<file path="src/rtl/bootram_pkg.sv">
// Shared definitions for the boot RAM bus controller: FSM encoding, lane count,
// RAM word-address width and aperture size.
package bootram_pkg;

  typedef enum logic [1:0] {
    ST_IDLE = 2'd0,
    ST_RD   = 2'd1,
    ST_ACK  = 2'd2
  } bootram_state_t;

  localparam int          BOOTRAM_LANES          = 4;
  localparam int          BOOTRAM_AW             = 11;
  localparam logic [31:0] BOOTRAM_APERTURE_BYTES = 32'h0000_2000;

endpackage

</file>
<file path="src/rtl/bootram_bus_ctrl.sv">
// PicoRV32 native-bus slave for the 8 KB boot RAM (four 2Kx8 byte lanes in the parent).
// Optional write protection of the low WP_WORDS words is enabled with BOOTRAM_WP_EN.
module bootram_bus_ctrl
  import bootram_pkg::*;
#(
  parameter logic [31:0] BASE_ADDR = 32'h0000_0000,
  parameter int          ADDR_W    = BOOTRAM_AW,
  parameter int          WP_WORDS  = 256
) (
  input  logic                     clk,
  input  logic                     reset,
  input  logic                     mem_valid,
  input  logic [31:0]              mem_addr,
  input  logic [31:0]              mem_wdata,
  input  logic [BOOTRAM_LANES-1:0] mem_wstrb,
  output logic                     mem_ready,
  output logic [31:0]              mem_rdata,
  output logic                     ram_ce,
  output logic                     ram_oce,
  output logic [BOOTRAM_LANES-1:0] ram_wre,
  output logic [ADDR_W-1:0]        ram_ad,
  output logic [31:0]              ram_din,
  input  logic [31:0]              ram_dout,
  output logic                     wp_err
);

`ifdef BOOTRAM_WP_EN
  localparam bit WP_ENABLE = 1'b1;
`else
  localparam bit WP_ENABLE = 1'b0;
`endif

  localparam logic [31:0]     APERTURE_MASK = ~(BOOTRAM_APERTURE_BYTES - 32'd1);
  localparam logic [ADDR_W:0] WP_LIMIT      = WP_WORDS[ADDR_W:0];

  bootram_state_t    state;
  logic              hit;
  logic              accept;
  logic              is_write;
  logic              wp_block;
  logic [ADDR_W-1:0] word_addr;

  assign word_addr = mem_addr[ADDR_W+1:2];
  assign hit       = mem_valid && ((mem_addr & APERTURE_MASK) == (BASE_ADDR & APERTURE_MASK));
  assign accept    = (state == ST_IDLE) && hit;
  assign is_write  = |mem_wstrb;
  assign wp_block  = WP_ENABLE && ({1'b0, word_addr} < WP_LIMIT);

  // RAM strobes are only ever issued in the IDLE accept cycle, so a request
  // held across ACK can never touch the array twice.
  assign ram_ce  = accept;
  assign ram_oce = 1'b1;
  assign ram_wre = (accept && !wp_block) ? mem_wstrb : '0;
  assign ram_ad  = word_addr;
  assign ram_din = mem_wdata;

  always_ff @(posedge clk or posedge reset) begin
    if (reset) begin
      state     <= ST_IDLE;
      mem_ready <= 1'b0;
      mem_rdata <= '0;
    end else begin
      case (state)
        ST_IDLE: begin
          mem_ready <= 1'b0;
          if (hit) begin
            if (is_write) begin
              state     <= ST_ACK;
              mem_ready <= 1'b1;
            end else begin
              state <= ST_RD;
            end
          end
        end
        ST_RD: begin
          mem_rdata <= ram_dout;
          mem_ready <= 1'b1;
          state     <= ST_ACK;
        end
        ST_ACK: begin
          mem_ready <= 1'b0;
          state     <= ST_IDLE;
        end
        default: begin
          mem_ready <= 1'b0;
          state     <= ST_IDLE;
        end
      endcase
    end
  end

`ifdef BOOTRAM_WP_EN
  // Sticky until reset so firmware can poll it after the boot image is loaded.
  always_ff @(posedge clk or posedge reset) begin
    if (reset) begin
      wp_err <= 1'b0;
    end else if (accept && is_write && wp_block) begin
      wp_err <= 1'b1;
    end
  end
`else
  assign wp_err = 1'b0;
`endif

endmodule

</file>
<file path="config.mk">
export PLATFORM = sky130hd
export DESIGN_NAME = bootram_bus_ctrl
export DESIGN_NICKNAME = d
export VERILOG_FILES = /design/src/rtl/bootram_pkg.sv /design/src/rtl/bootram_bus_ctrl.sv
export SDC_FILE = /design/constraint.sdc
export NUM_CORES = 1
export LEC_CHECK = 0
export ABC_AREA = 1
export BUFFER_PORTS_ARGS = -buffer_cell sky130_fd_sc_hd__buf_2
export CORE_UTILIZATION = 39
export DETAILED_ROUTE_END_ITERATION = 8
export GPL_TIMING_DRIVEN = 0
export PLACE_DENSITY = 0.92
export SYNTH_ARGS = -nofsm -noshare
export SYNTH_HDL_FRONTEND = slang
export SYNTH_SLANG_ARGS = --single-unit
</file>
<file path="constraint.sdc">
create_clock -name clk -period 3.4 [get_ports clk]
set_input_delay 0.68 -clock clk [delete_from_list [all_inputs] [get_ports clk]]
set_output_delay 0.68 -clock clk [all_outputs]
set_load 0.02 [all_outputs]
</file>
Word level (Yosys, flattened, before mapping):

Index checks and enable logic that the tools add are counted.
Widths: inputs -> output; s select.

* bits in registers: 35
* bits in latches: 0
* bits in writable memories: 0
* bits in read-only memories: 0
* memories: 0

* $add $sub $neg: 0
* multiply operators: 0
* div/mod/pow operators: 0
* $lt $le $gt $ge: 0
* eq/ne operators: 2
* shift operators: 0
* muxes and demuxes: 7
* bitwise operators: 0
* reductions and logical operators: 5

Operators by type and width (number)
* $logic_not 32->1: 1
* $mux 2: 2
* $mux 4: 1
* $pmux 2 s2: 1
* $reduce_or 4->1: 1
* $eq 2x1->1 const B: 1
* $logic_and 1x1->1: 2
* $logic_not 2->1: 1
* $mux 1: 2
* $ne 2x2->1 const B: 1
* $pmux 1 s2: 1

Logic depth before layout (Yosys ltp):

Gate-level depths: netlist of the first run.

* depth after elaboration: 4
* mapped depth: 5
* mapped depth without buffers: 5

Least setup slack after synthesis of the first run:

OpenSTA, ideal clock, no wires.

* path type: input -> output
* start: input mem_addr[30]
* end: output ram_wre[0]
* arrival: 1.503 ns
* data required time: 2.720 ns
* path slack: 1.217 ns
* stages: 4
* cells stage by stage: or2_1 nor2_1 nand4_2 nor2_1

* cells in the longest elaborated chain, start to end: 4

RTL lines
* from (decl): line bootram_bus_ctrl.sv:13 `input logic [31:0] mem_addr,`
* $logic_not 32->1: line bootram_bus_ctrl.sv:44 `assign hit = mem_valid && ((mem_addr & APERTURE_MASK) == (BASE_ADDR & APERTURE_MASK));`
* $logic_and 1x1->1: line bootram_bus_ctrl.sv:44
* $logic_and 1x1->1: line bootram_bus_ctrl.sv:45 `assign accept = (state == ST_IDLE) && hit;`
* $mux 4: line bootram_bus_ctrl.sv:53 `assign ram_wre = (accept && !wp_block) ? mem_wstrb : '0;`
* to (decl): line bootram_bus_ctrl.sv:20 `output logic [BOOTRAM_LANES-1:0] ram_wre,`

Every way passes these cells.

Final worst setup path of the first run:

Ends and elaborated chain as after synthesis.

==> summary.txt, run 1 <==
Busiest grt layer - met2
Clock Latency Late Sink - 0.28 ns
Largest net degree at the start of global routing - 36
Clock buffer depth - 2
RePlAce Congestion - 0.765
Vias in the first global route - 1,514
Sequential share of the synthesized area - 0.463
Hold path depth - 1
Top cells by area, synth - dfrtp_1, mux2_4, buf_4, nor2_1, mux2_2
RR Endpoint - mem_rdata[23]
Top cell type's share of synthesized area - 0.463
Worst hold slack - 0.499 ns
Slew @ Worst Pin - 0.713 ns
Port bufs - 138
# hold bufs at CTS - 0
Pre-CTS setup slack - 1.09 ns
Setup Crit Path Kind - in -> out
CP cell instances - buf_2, or2_1, nor2_1, nand4_2, nor2_1, buf_2
Commonest non-fill, non-tap cell in the layout - buf_2
Filler cells - 366
Reg-to-Reg Start - state[1]
Worst Min Path Start - mem_rdata[28]
Antenna diode count - 0
Vias post-DR - 1,530
Cell-internal power - 0.785 mW
Dpl cells - 347
DR vias/cell - 4.31
Switching Share - 0.250
Tcrit/Tclk final - 0.680
Max-slew violations - 0
GR Util All Layers - 0.169
Initial Util - 0.420
Crit. End Element - output pin
Cts bufs inserted - 5
Register area - 876 um2
Routed wire length - 4360 um
Met1 GRT Util - 0.187
Antenna Nets Post-Route - 0
H-tree levels - 2
Clock slew at the register clock pins of the worst setup and hold paths - 0.06 ns
Core area - 4500 um2
Post-Syn Nets - 260
Postcts setup bufs - 0
Syn Area/Cell - 12.1 um2
Drt wl/cell - 12.3 um
Share of post-route cells with drive strength above 1 - 0.759
Die area - 5140 um2
Slew margin rel. - 0.524
Crit path depth - 6
CP startpoint - mem_addr[30]
HP Class - reg -> reg
Status - complete, no violations
Pre-antenna DRT Iters - 4
Arr. time, crit path - 1.63 ns
Clock skew - 0.0114 ns
Data required, critical path - 2.72 ns
Met3 GRT Util - 0.0492
Sequential share of power - 0.426
Pwr dens - 378 nW/um2
Crit-path max cell delay - 0.23 ns
Slowest cell on crit path - or2_1
Reg2Reg Setup Slack - 2.24 ns
Root buf cell - clkbuf_8
Syn Inst Count - 157
Total grt overflow - 0
Flops & latches, synth - 35
HPWL Detailed - 3520 um
Die width - 71.7 um
Area delta synth->final - 46.1%
DRC Markers - 0
Gates resized, CTS repair - 0
Fin crit period - 2.31 ns
Ports - 186
Setup total negative slack - 0 ns
Multi-input logic area - 616 um2
Final setup fails - 0
Initial antenna violation count - 0
Delay-heaviest family, CP - simple AND/OR/NAND/NOR gates
1st-iter DRT viols - 46
CTS tree - built
Die Y - 71.7 um
Cell depth of the worst flop-to-flop path - 4
Comb pwr share - 0.212
Net Switching - 0.261 mW
Most frequent cells in the layout - buf_2, buf_4, dfrtp_1
Max Fclk - 0.433 GHz
Worst Path Buf+Inv - 2
Non-filler cells, final - 355
Yosys cell types - 15
Cell taking the most area after synthesis - dfrtp_1
CP Max Fanout - 6
Max-Cap Viols - 0
Final hold vios - 0
Hold EP - mem_rdata[28]
Global Route met2 Usage - 0.303
Std cell rows - 24
Clock sink count - 35
Crit path launch type - input port
Clock power share - 0.362
Global-route wire length before repair - 6690 um
Leak - 1.66 nW
Worst ir drop on vdd - 220 uV
Synth Cell Area - 1890 um2
Nets@finish - 405
RSZ-0062 raised after global routing - false
Setup ws final - 1.09 ns
Warnings from Yosys - 0
[routing by layer]
metal,vias to the layer above,share of wire,wire (um)
met1,692,0.37,1600
met2,90,0.55,2380
li1,746,-,-
met5,-,0,0
met4,0,0.0032,14
met3,2,0.084,364
[layout make-up]
| class | instances | area share |
|---|---|---|
| Buffer | 48 | 0.134 |
| Clock buffer | 6 | 0.0299 |
| Clock inverter | 2 | 0.0127 |
| Inverter | 8 | 0.0109 |
| Multi-Input combinational cell | 66 | 0.223 |
| Sequential cell | 35 | 0.317 |
| Tap cell | 52 | 0.0235 |
| Timing Repair Buffer | 138 | 0.250 |
[kinds of logic after synthesis]
| family | count (synthesis) | synth area share |
|---|---|---|
| buf+inv | 56 | 0.212 |
| flops | 35 | 0.463 |
| mux | 32 | 0.246 |
| simple gates | 31 | 0.0727 |
| other cells | 2 | 0.00397 |
| compound gates | 1 | 0.00264 |
[power by group through the flow]
| stage | clock network [mW] | registers, mW | logic (mW) |
|---|---|---|---|
| 2_1_floorplan | 0 | 0.478 | 0.116 |
| 3_3_place_gp | 0 | 0.452 | 0.219 |
| 3_5_place_dp | 0 | 0.453 | 0.223 |
| 4_1_cts | 0.392 | 0.445 | 0.224 |
| 5_1_grt | 0.420 | 0.447 | 0.238 |
| 6_report | 0.379 | 0.445 | 0.222 |
[through the flow]
stage	total power [mW]	utilization	cell area, um2
after floorplan	0.594	-	1890
after global placement	0.671	0.588	2650
after detailed placement	0.676	0.588	2650
after CTS	1.06	0.614	2770
after global routing	1.10	0.614	2770
final	1.05	0.614	2770
[cell usage after synthesis]
cell type	count
buf_4	45
a21oi_1	1
buf_6	3
nand4_1	1
or2_1	1
mux2_2	4
nand4_2	1
dfrtp_1	35
mux2_4	28
conb_1	2
nand2_4	1
inv_2	1
inv_1	7
nand2_1	8
nor2_1	19
[flip-flops by register name, summed over array words and instances (netlist names)]
name       cells
mem_rdata     32
state          2
mem_ready      1
[worst register-to-register path: cells and delay by family, from the launching register on]
family	cells	cell delay, ns
flip-flops	1	0.38
buffers and inverters	2	0.25
AND/OR/NAND/NOR	1	0.11
multiplexers	1	0.31
[worst max path at each step]
stage	slack (ns)	endpoint
final	1.09	ram_wre[0]
after global routing	0.94	ram_wre[0]
after CTS	1.08	ram_wre[2]
after detailed placement	1.09	ram_wre[0]
after global placement	1.09	ram_wre[1]
after floorplan	1.22	ram_wre[0]
Note: power is estimated with default switching activity, not from simulation.
==> inputs of run 2 (changes only) <==
--- a/config.mk
+++ b/config.mk
@@ -5,12 +5,12 @@
 export SDC_FILE = /design/constraint.sdc
 export NUM_CORES = 1
 export LEC_CHECK = 0
-export ABC_AREA = 1
+export ABC_AREA = 0
 export BUFFER_PORTS_ARGS = -buffer_cell sky130_fd_sc_hd__buf_2
-export CORE_UTILIZATION = 39
+export CORE_UTILIZATION = 32
 export DETAILED_ROUTE_END_ITERATION = 8
 export GPL_TIMING_DRIVEN = 0
-export PLACE_DENSITY = 0.92
+export PLACE_DENSITY = 0.83
 export SYNTH_ARGS = -nofsm -noshare
 export SYNTH_HDL_FRONTEND = slang
 export SYNTH_SLANG_ARGS = --single-unit
==> constraint.sdc (replaced) <==
create_clock -name clk -period 1.9 [get_ports clk]
set_input_delay 0.38 -clock clk [delete_from_list [all_inputs] [get_ports clk]]
set_output_delay 0.38 -clock clk [all_outputs]
set_load 0.02 [all_outputs]
==> run 2 against run 1 <==
  * The run now ends with setup timing left
  * Cell count grew 1.7%
  * Sequential power grew 78%
  * Combinational power grew 70%
  * Worst hold slack lost 0.29 ns
  * Register-to-register slack lost 1.8 ns
  * Core utilization shrank 9.0 points
  * Die area grew 15%
  * Power grew 66%
  * Setup slack lost 1.2 ns
  * Global-route usage shrank 3.5 points
  * Sequential share of layout area grew 0.22 points
  * Sequential cell count is the same
  * Largest power group unchanged
  * Highest routed layer unchanged
==> summary.txt, run 2 <==
Status - finished with violations
Violated checks - setup timing
Top Registers - mem_rdata x32, state x2, mem_ready x1
Warnings from Yosys - 0 (unchanged)
1st-iter DRT viols - 49 (+6.5%)
Filler cells - 473 (+29%)
Worst ir drop on vdd - 266 uV (+21%)
Global-route wire length before repair - 6330 um (-5.4%)
Cell taking the most area after synthesis - dfrtp_1
Root buf cell - clkbuf_8
CTS tree - built
Drt wl/cell - 11.1 um (-9.4%)
Worst hold slack - 0.210 ns (-0.290 ns)
Count leader, synth - buf_4
Clock buffer depth - 2 (unchanged)
Antenna diode count - 0 (unchanged)
Area delta synth->final - 53.8%
Non-filler cells, final - 361 (+1.7%)
Pre-antenna DRT Iters - 3 (-1)
Slew margin rel. - 0.525 (+0.00130)
Crit. End Element - output pin
CP Max Fanout - 6 (unchanged)
Max-slew violations - 0 (unchanged)
Max reg flops - 32 (unchanged)
Slew @ Worst Pin - 0.711 ns (-0.00194 ns)
HP Class - in -> async
GR Util All Layers - 0.135 (-0.0345)
Routed wire length - 4020 um (-7.8%)
Die width - 76.7 um (+7.0%)
RePlAce Congestion - 0.726 (-5.1%)
Setup ws final - -0.0644 ns (-1.15 ns)
Syn Inst Count - 142 (-9.6%)
Yosys cell types - 18 (+3)
Clock skew - 0.00669 ns (-0.00467 ns)
Total grt overflow - 0 (unchanged)
Die Y - 76.7 um (+7.0%)
Initial antenna violation count - 0 (unchanged)
Sequential share of the synthesized area - 0.490 (+0.0275)
Initial Util - 0.341 (-0.0791)
Multi-input logic area - 553 um2 (-10%)
Clock Latency Late Sink - 0.27 ns (about the same)
Final hold vios - 0 (unchanged)
Number of synthesized flops with an enable pin - 0 (unchanged)
Arr. time, crit path - 1.58 ns (-0.05 ns)
Tcrit/Tclk final - 1.03
Pwr dens - 633 nW/um2 (+67%)
Commonest cells in the netlist - buf_4, dfrtp_1, mux2_2
Antenna Nets Post-Route - 0 (unchanged)
Core area - 5240 um2 (+16%)
DRC Markers - 0 (unchanged)
Clock sink count - 35 (unchanged)
Register area - 876 um2 (unchanged)
Clock slew at the register clock pins of the worst setup and hold paths - 0.07 ns (about the same)
Post-Syn Nets - 245 (-5.8%)
Nets@finish - 393 (-3.0%)
RR Endpoint - mem_ready
Die area - 5890 um2 (+15%)
Setup Crit Path Kind - reg -> out
Vias post-DR - 1,515 (-0.98%)
Reg-to-Reg Start - state[1]
Most frequent cells in the layout - buf_2, buf_4, dfrtp_1
Final core utilization - 0.525 (-0.0896)
Max Fclk - 0.509 GHz
Synth Cell Area - 1790 um2 (-5.6%)
Top cell type's share of synthesized area - 0.490 (+0.0275)
Syn Area/Cell - 12.6 um2 (+4.4%)
Ports - 186 (unchanged)
Leak - 1.48 nW (-11%)
Flops & latches, synth - 35 (unchanged)
RSZ-0062 raised after global routing - true
Most used DFF post-synth - dfrtp_1
Ys async rst share - 1.00 (unchanged)
Dpl cells - 350 (+0.86%)
Design Power - 1.74 mW (+66%)
Max-Cap Viols - 0 (unchanged)
Fin crit period - 1.96 ns
HPWL Detailed - 3190 um (-9.4%)
Port bufs - 138 (unchanged)
Std cell rows - 26 (+8.3%)
Reg2Reg Setup Slack - 0.42 ns (-1.82 ns)
Data required, critical path - 1.52 ns (-1.20 ns)
Share of post-route cells with drive strength above 1 - 0.825 (+0.0657)
H-tree levels - 2 (unchanged)
Top cells by area, synth - dfrtp_1, mux2_2, buf_4, buf_6, nor3_1
Final setup fails - 4 (+4)
Largest Register - mem_rdata
DR vias/cell - 4.20 (-2.6%)
Vias in the first global route - 1,471 (-2.8%)
Cts bufs inserted - 5 (unchanged)
Largest net degree at the start of global routing - 36 (unchanged)
Commonest non-fill, non-tap cell in the layout - buf_2
Cell depth of the worst flop-to-flop path - 5 (+1)
# hold bufs at CTS - 0 (unchanged)
Crit path launch type - register
-- run 2: repair_timing --
item / in CTS / in global routing
gates resized for setup: 2 / 11
setup endpoints to repair: 5 / 5
pin swaps: 4 / 4
buffers inserted: 3 / 0
-- run 2: logic make-up (layout without fill, tap and decap cells) --
| kind of cell | Yosys count | after routing | synth area share |
|---|---|---|---|
| AO/OA/AOI/OAI | 2 | 2 | 0.00560 |
| AND/OR/NAND/NOR | 17 | 17 | 0.0735 |
| other | 2 | 2 | 0.00420 |
| multiplexers | 32 | 32 | 0.202 |
| buffers and inverters | 54 | 203 | 0.225 |
| flip-flops | 35 | 35 | 0.490 |
-- run 2: critical path: stages, from the launching register on --
cell     delay (ns)
dfrtp_1        0.41
nor4_4         0.28
nand4_4        0.23
nor3_4         0.25
buf_6          0.14
-- run 2: metrics by stage --
stage,setup TNS (ns),area (um2),worst slack [ns]
after floorplan,0,1790,0.110
final,-0.183,2750,-0.0644
after global placement,0,2560,0.0663
after detailed placement,-0.105,2560,-0.0356
after global routing,-0.713,2750,-0.168
after CTS,0,2700,0.0136
-- run 2: power breakdown --
group	leakage, nW	internal (mW)	switching (mW)
sequential	0.415	0.780	0.0145
clock	0.0515	0.330	0.237
combinational	1.01	0.183	0.195
total	1.48	1.29	0.446
-- run 2: how the worst max path moves through the flow --
stage,slack (ns),start,cells past startpoint,to
floorplan,0.11,mem_addr[22],3,ram_wre[0]
global placement,0.07,mem_addr[22],5,ram_wre[2]
detailed placement,-0.04,mem_addr[22],5,ram_wre[1]
CTS,0.01,state[1],4,ram_wre[0]
global route,-0.17,state[1],4,ram_wre[2]
finish,-0.06,state[1],4,ram_wre[2]
-- run 2: area by class of cell --
class / count / share of cell area
Timing Repair Buffer: 141 / 0.265
Tap cell: 70 / 0.0319
Multi-Input combinational cell: 53 / 0.201
Clock buffer: 8 / 0.0364
Buffer: 49 / 0.139
Sequential cell: 35 / 0.319
Inverter: 5 / 0.00683
-- run 2: per-layer routing --
layer | wire length (um) | global-route usage
met4 | 12 | 0.0442
met3 | 335 | 0.0476
met5 | 0 | 0
met1 | 1390 | 0.134
met2 | 2280 | 0.256
==> inputs of run 3 (changes only) <==
--- a/config.mk
+++ b/config.mk
@@ -6,11 +6,12 @@
 export NUM_CORES = 1
 export LEC_CHECK = 0
 export ABC_AREA = 0
-export BUFFER_PORTS_ARGS = -buffer_cell sky130_fd_sc_hd__buf_2
-export CORE_UTILIZATION = 32
+export CORE_AREA = 2 2 72 74
 export DETAILED_ROUTE_END_ITERATION = 8
+export DIE_AREA = 0 0 74 76
+export DONT_BUFFER_PORTS = 1
 export GPL_TIMING_DRIVEN = 0
-export PLACE_DENSITY = 0.83
+export PLACE_DENSITY = 0.59
 export SYNTH_ARGS = -nofsm -noshare
 export SYNTH_HDL_FRONTEND = slang
 export SYNTH_SLANG_ARGS = --single-unit
==> constraint.sdc (replaced) <==
create_clock -name clk -period 1.9 [get_ports clk]
set_input_delay 0.57 -clock clk [delete_from_list [all_inputs] [get_ports clk]]
set_output_delay 0.57 -clock clk [all_outputs]
set_load 0.02 [all_outputs]
==> run 3 against run 2 <==
  * The run still ends with setup timing left
  * Critical path depth did not move
  * Clock skew fell by 0.00058 ns
  * Highest routed layer unchanged
  * Global-route usage fell by 0.45 points
  * First-iteration DRC count fell by 88%
  * Largest cell class is now sequential cells
  * Sequential cell count did not move
  * Design area fell by 23%
  * Fmax fell by 2.7%
  * Critical path type is now in -> out
  * Sequential share of layout area rose by 9.6 points
  * Wire length fell by 5.5%
  * Combinational power fell by 43%
  * Clock-buffer cell count fell by 2
==> summary.txt, run 3 (synthesis gave the netlist of run 2 again) <==
Largest Register - mem_rdata
GR Util All Layers - 0.130 (-0.00448)
Crit. End Element - output pin
RePlAce Congestion - 0.707 (-2.6%)
Pwr dens - 721 nW/um2 (+14%)
RSZ-0062 raised after global routing - true
Max-slew violations - 0 (unchanged)
Most frequent cells in the layout - buf_4, dfrtp_1, mux2_2
Initial Util - 0.364 (+0.0226)
Setup Crit Path Kind - in -> out
Status - finished with violations
DR vias/cell - 4.71 (+12%)
Arr. time, crit path - 1.45 ns (-0.13 ns)
Root buf cell - clkbuf_8
Worst Path Buf+Inv - 1 (unchanged)
Final hold vios - 0 (unchanged)
Port bufs - 0 (-100%)
Antenna diode count - 0 (unchanged)
Cell depth of the worst flop-to-flop path - 4 (-1)
Clock Latency Late Sink - 0.27 ns (about the same)
Clock sink count - 35 (unchanged)
Core area - 4910 um2 (-6.2%)
Design Power - 1.52 mW (-13%)
Slew margin rel. - 0.590 (+0.0651)
Setup ws final - -0.120 ns (-0.0552 ns)
Initial antenna violation count - 0 (unchanged)
1st-iter DRT viols - 6 (-88%)
Crit-path max cell delay - 0.29 ns (-0.12 ns)
Die Y - 76 um (-0.94%)
Data required, critical path - 1.33 ns (-0.19 ns)
Worst ir drop on vdd - 205 uV (-23%)
Std cell rows - 26 (unchanged)
Clock slew at the register clock pins of the worst setup and hold paths - 0.06 ns (about the same)
Crit path launch type - input port
Reg2Reg Setup Slack - 0.61 ns (+0.19 ns)
Crit path depth - 4 (unchanged)
Final setup fails - 5 (+1)
Vias in the first global route - 1,105 (-25%)
Top Registers - mem_rdata x32, state x2, mem_ready x1
HP Class - in -> async
Leak - 0.962 nW (-35%)
Total grt overflow - 0 (unchanged)
H-tree levels - 2 (unchanged)
Antenna Nets Post-Route - 0 (unchanged)
Commonest non-fill, non-tap cell in the layout - buf_4
Die width - 74 um (-3.5%)
Pre-antenna DRT Iters - 2 (-1)
Final Cell Area - 2110 um2 (-23%)
Switching Share - 0.261 (+0.00418)
Comb pwr share - 0.142 (-0.075)
Final core utilization - 0.430 (-0.0949)
CP cell instances - nor4_4, nand3b_1, buf_6, nor3_4
Nets@finish - 257 (-35%)
Clock buffer depth - 2 (unchanged)
Largest net degree at the start of global routing - 36 (unchanged)
Max-Cap Viols - 0 (unchanged)
Clock skew - 0.00611 ns (-0.000577 ns)
Sequential share of power - 0.557 (+0.100)
Die area - 5620 um2 (-4.5%)
HPWL Detailed - 3170 um (-0.65%)
Slew @ Worst Pin - 0.611 ns (-0.100 ns)
Tcrit/Tclk final - 1.06 (+0.0291)
Net Switching - 0.396 mW (-11%)
Area delta synth->final - 18.1%
Fin crit period - 2.02 ns (+0.0552 ns)
Max reg flops - 32 (unchanged)
Vias post-DR - 1,050 (-31%)
Share of post-route cells with drive strength above 1 - 0.680 (-0.145)
Routed wire length - 3800 um (-5.5%)
Drt wl/cell - 17.0 um (+53%)
Slowest cell on crit path - nor3_4
Violated checks - setup timing
CP Max Fanout - 6 (unchanged)
DRC Markers - 0 (unchanged)
CTS tree - built
Delay-heaviest family, CP - simple AND/OR/NAND/NOR gates
Clock power share - 0.302 (-0.024)
Ports - 186 (unchanged)
# hold bufs at CTS - 0 (unchanged)
Cts bufs inserted - 5 (unchanged)
Area of placed instances - 1920 um2 (-25%)
Cell-internal power - 1.12 mW (-13%)
Max Fclk - 0.495 GHz (-2.7%)
Global-route wire length before repair - 5510 um (-13%)
-- run 3: cell types whose count changed in the layout (fill, tap and decap cells not counted), sizes merged --
cell,delta
clkinv,+1
buf,-136
clkbuf,-2
inv,-1
-- run 3: layout make-up --
type	count	area [um2]
sequential	35	876
inverter	5	18.8
multi-input combinational	53	612
clock buffer	6	72.6
timing repair buffer	5	61.3
buffer	49	383
tap	70	87.6
fill	462	2800
-- run 3: path summary, 6_finish.rpt --
kind                               from       endpoint
setup / recovery           mem_addr[23]     ram_wre[3]
hold / removal                    reset  mem_rdata[27]
setup reg to reg               state[1]      mem_ready
hold reg to reg            mem_rdata[8]   mem_rdata[8]
max in group asynchronous         reset  mem_rdata[19]
min in group clk           ram_dout[30]  mem_rdata[30]
-- run 3: per-layer routing --
metal | vias up | part of all wire | track usage
li1 | 445 | - | -
met1 | 499 | 0.29 | 0.108
met2 | 102 | 0.59 | 0.256
met3 | 4 | 0.11 | 0.0595
met4 | 0 | 0.0058 | 0.0436
met5 | - | 0 | 0
-- run 3: what timing repair did --
action	in CTS	in global routing
gates resized for setup	9	0
pin swaps	7	4
setup buffers	3	1
endpoints found under the setup margin	5	5
-- run 3: power groups by stage --
stage                     clock network (mW)  logic [mW]  registers, mW
after floorplan                            0       0.190          0.853
after global placement                     0       0.204          0.860
after detailed placement                   0       0.207          0.861
after CTS                              0.495       0.212          0.847
after global routing                   0.526       0.230          0.851
final                                  0.459       0.216          0.847
-- run 3: through the flow --
step | worst slack, ns | TNS (ns) | instances | hold WS, ns
final | -0.120 | -0.533 | 223 | 0.181
after detailed placement | -0.266 | -1.22 | 212 | 0.653
after floorplan | -0.178 | -0.818 | 142 | 0.635
after global routing | -0.150 | -0.708 | 223 | 0.200
after CTS | -0.137 | -0.487 | 221 | 0.429
after global placement | -0.256 | -1.17 | 212 | 0.652
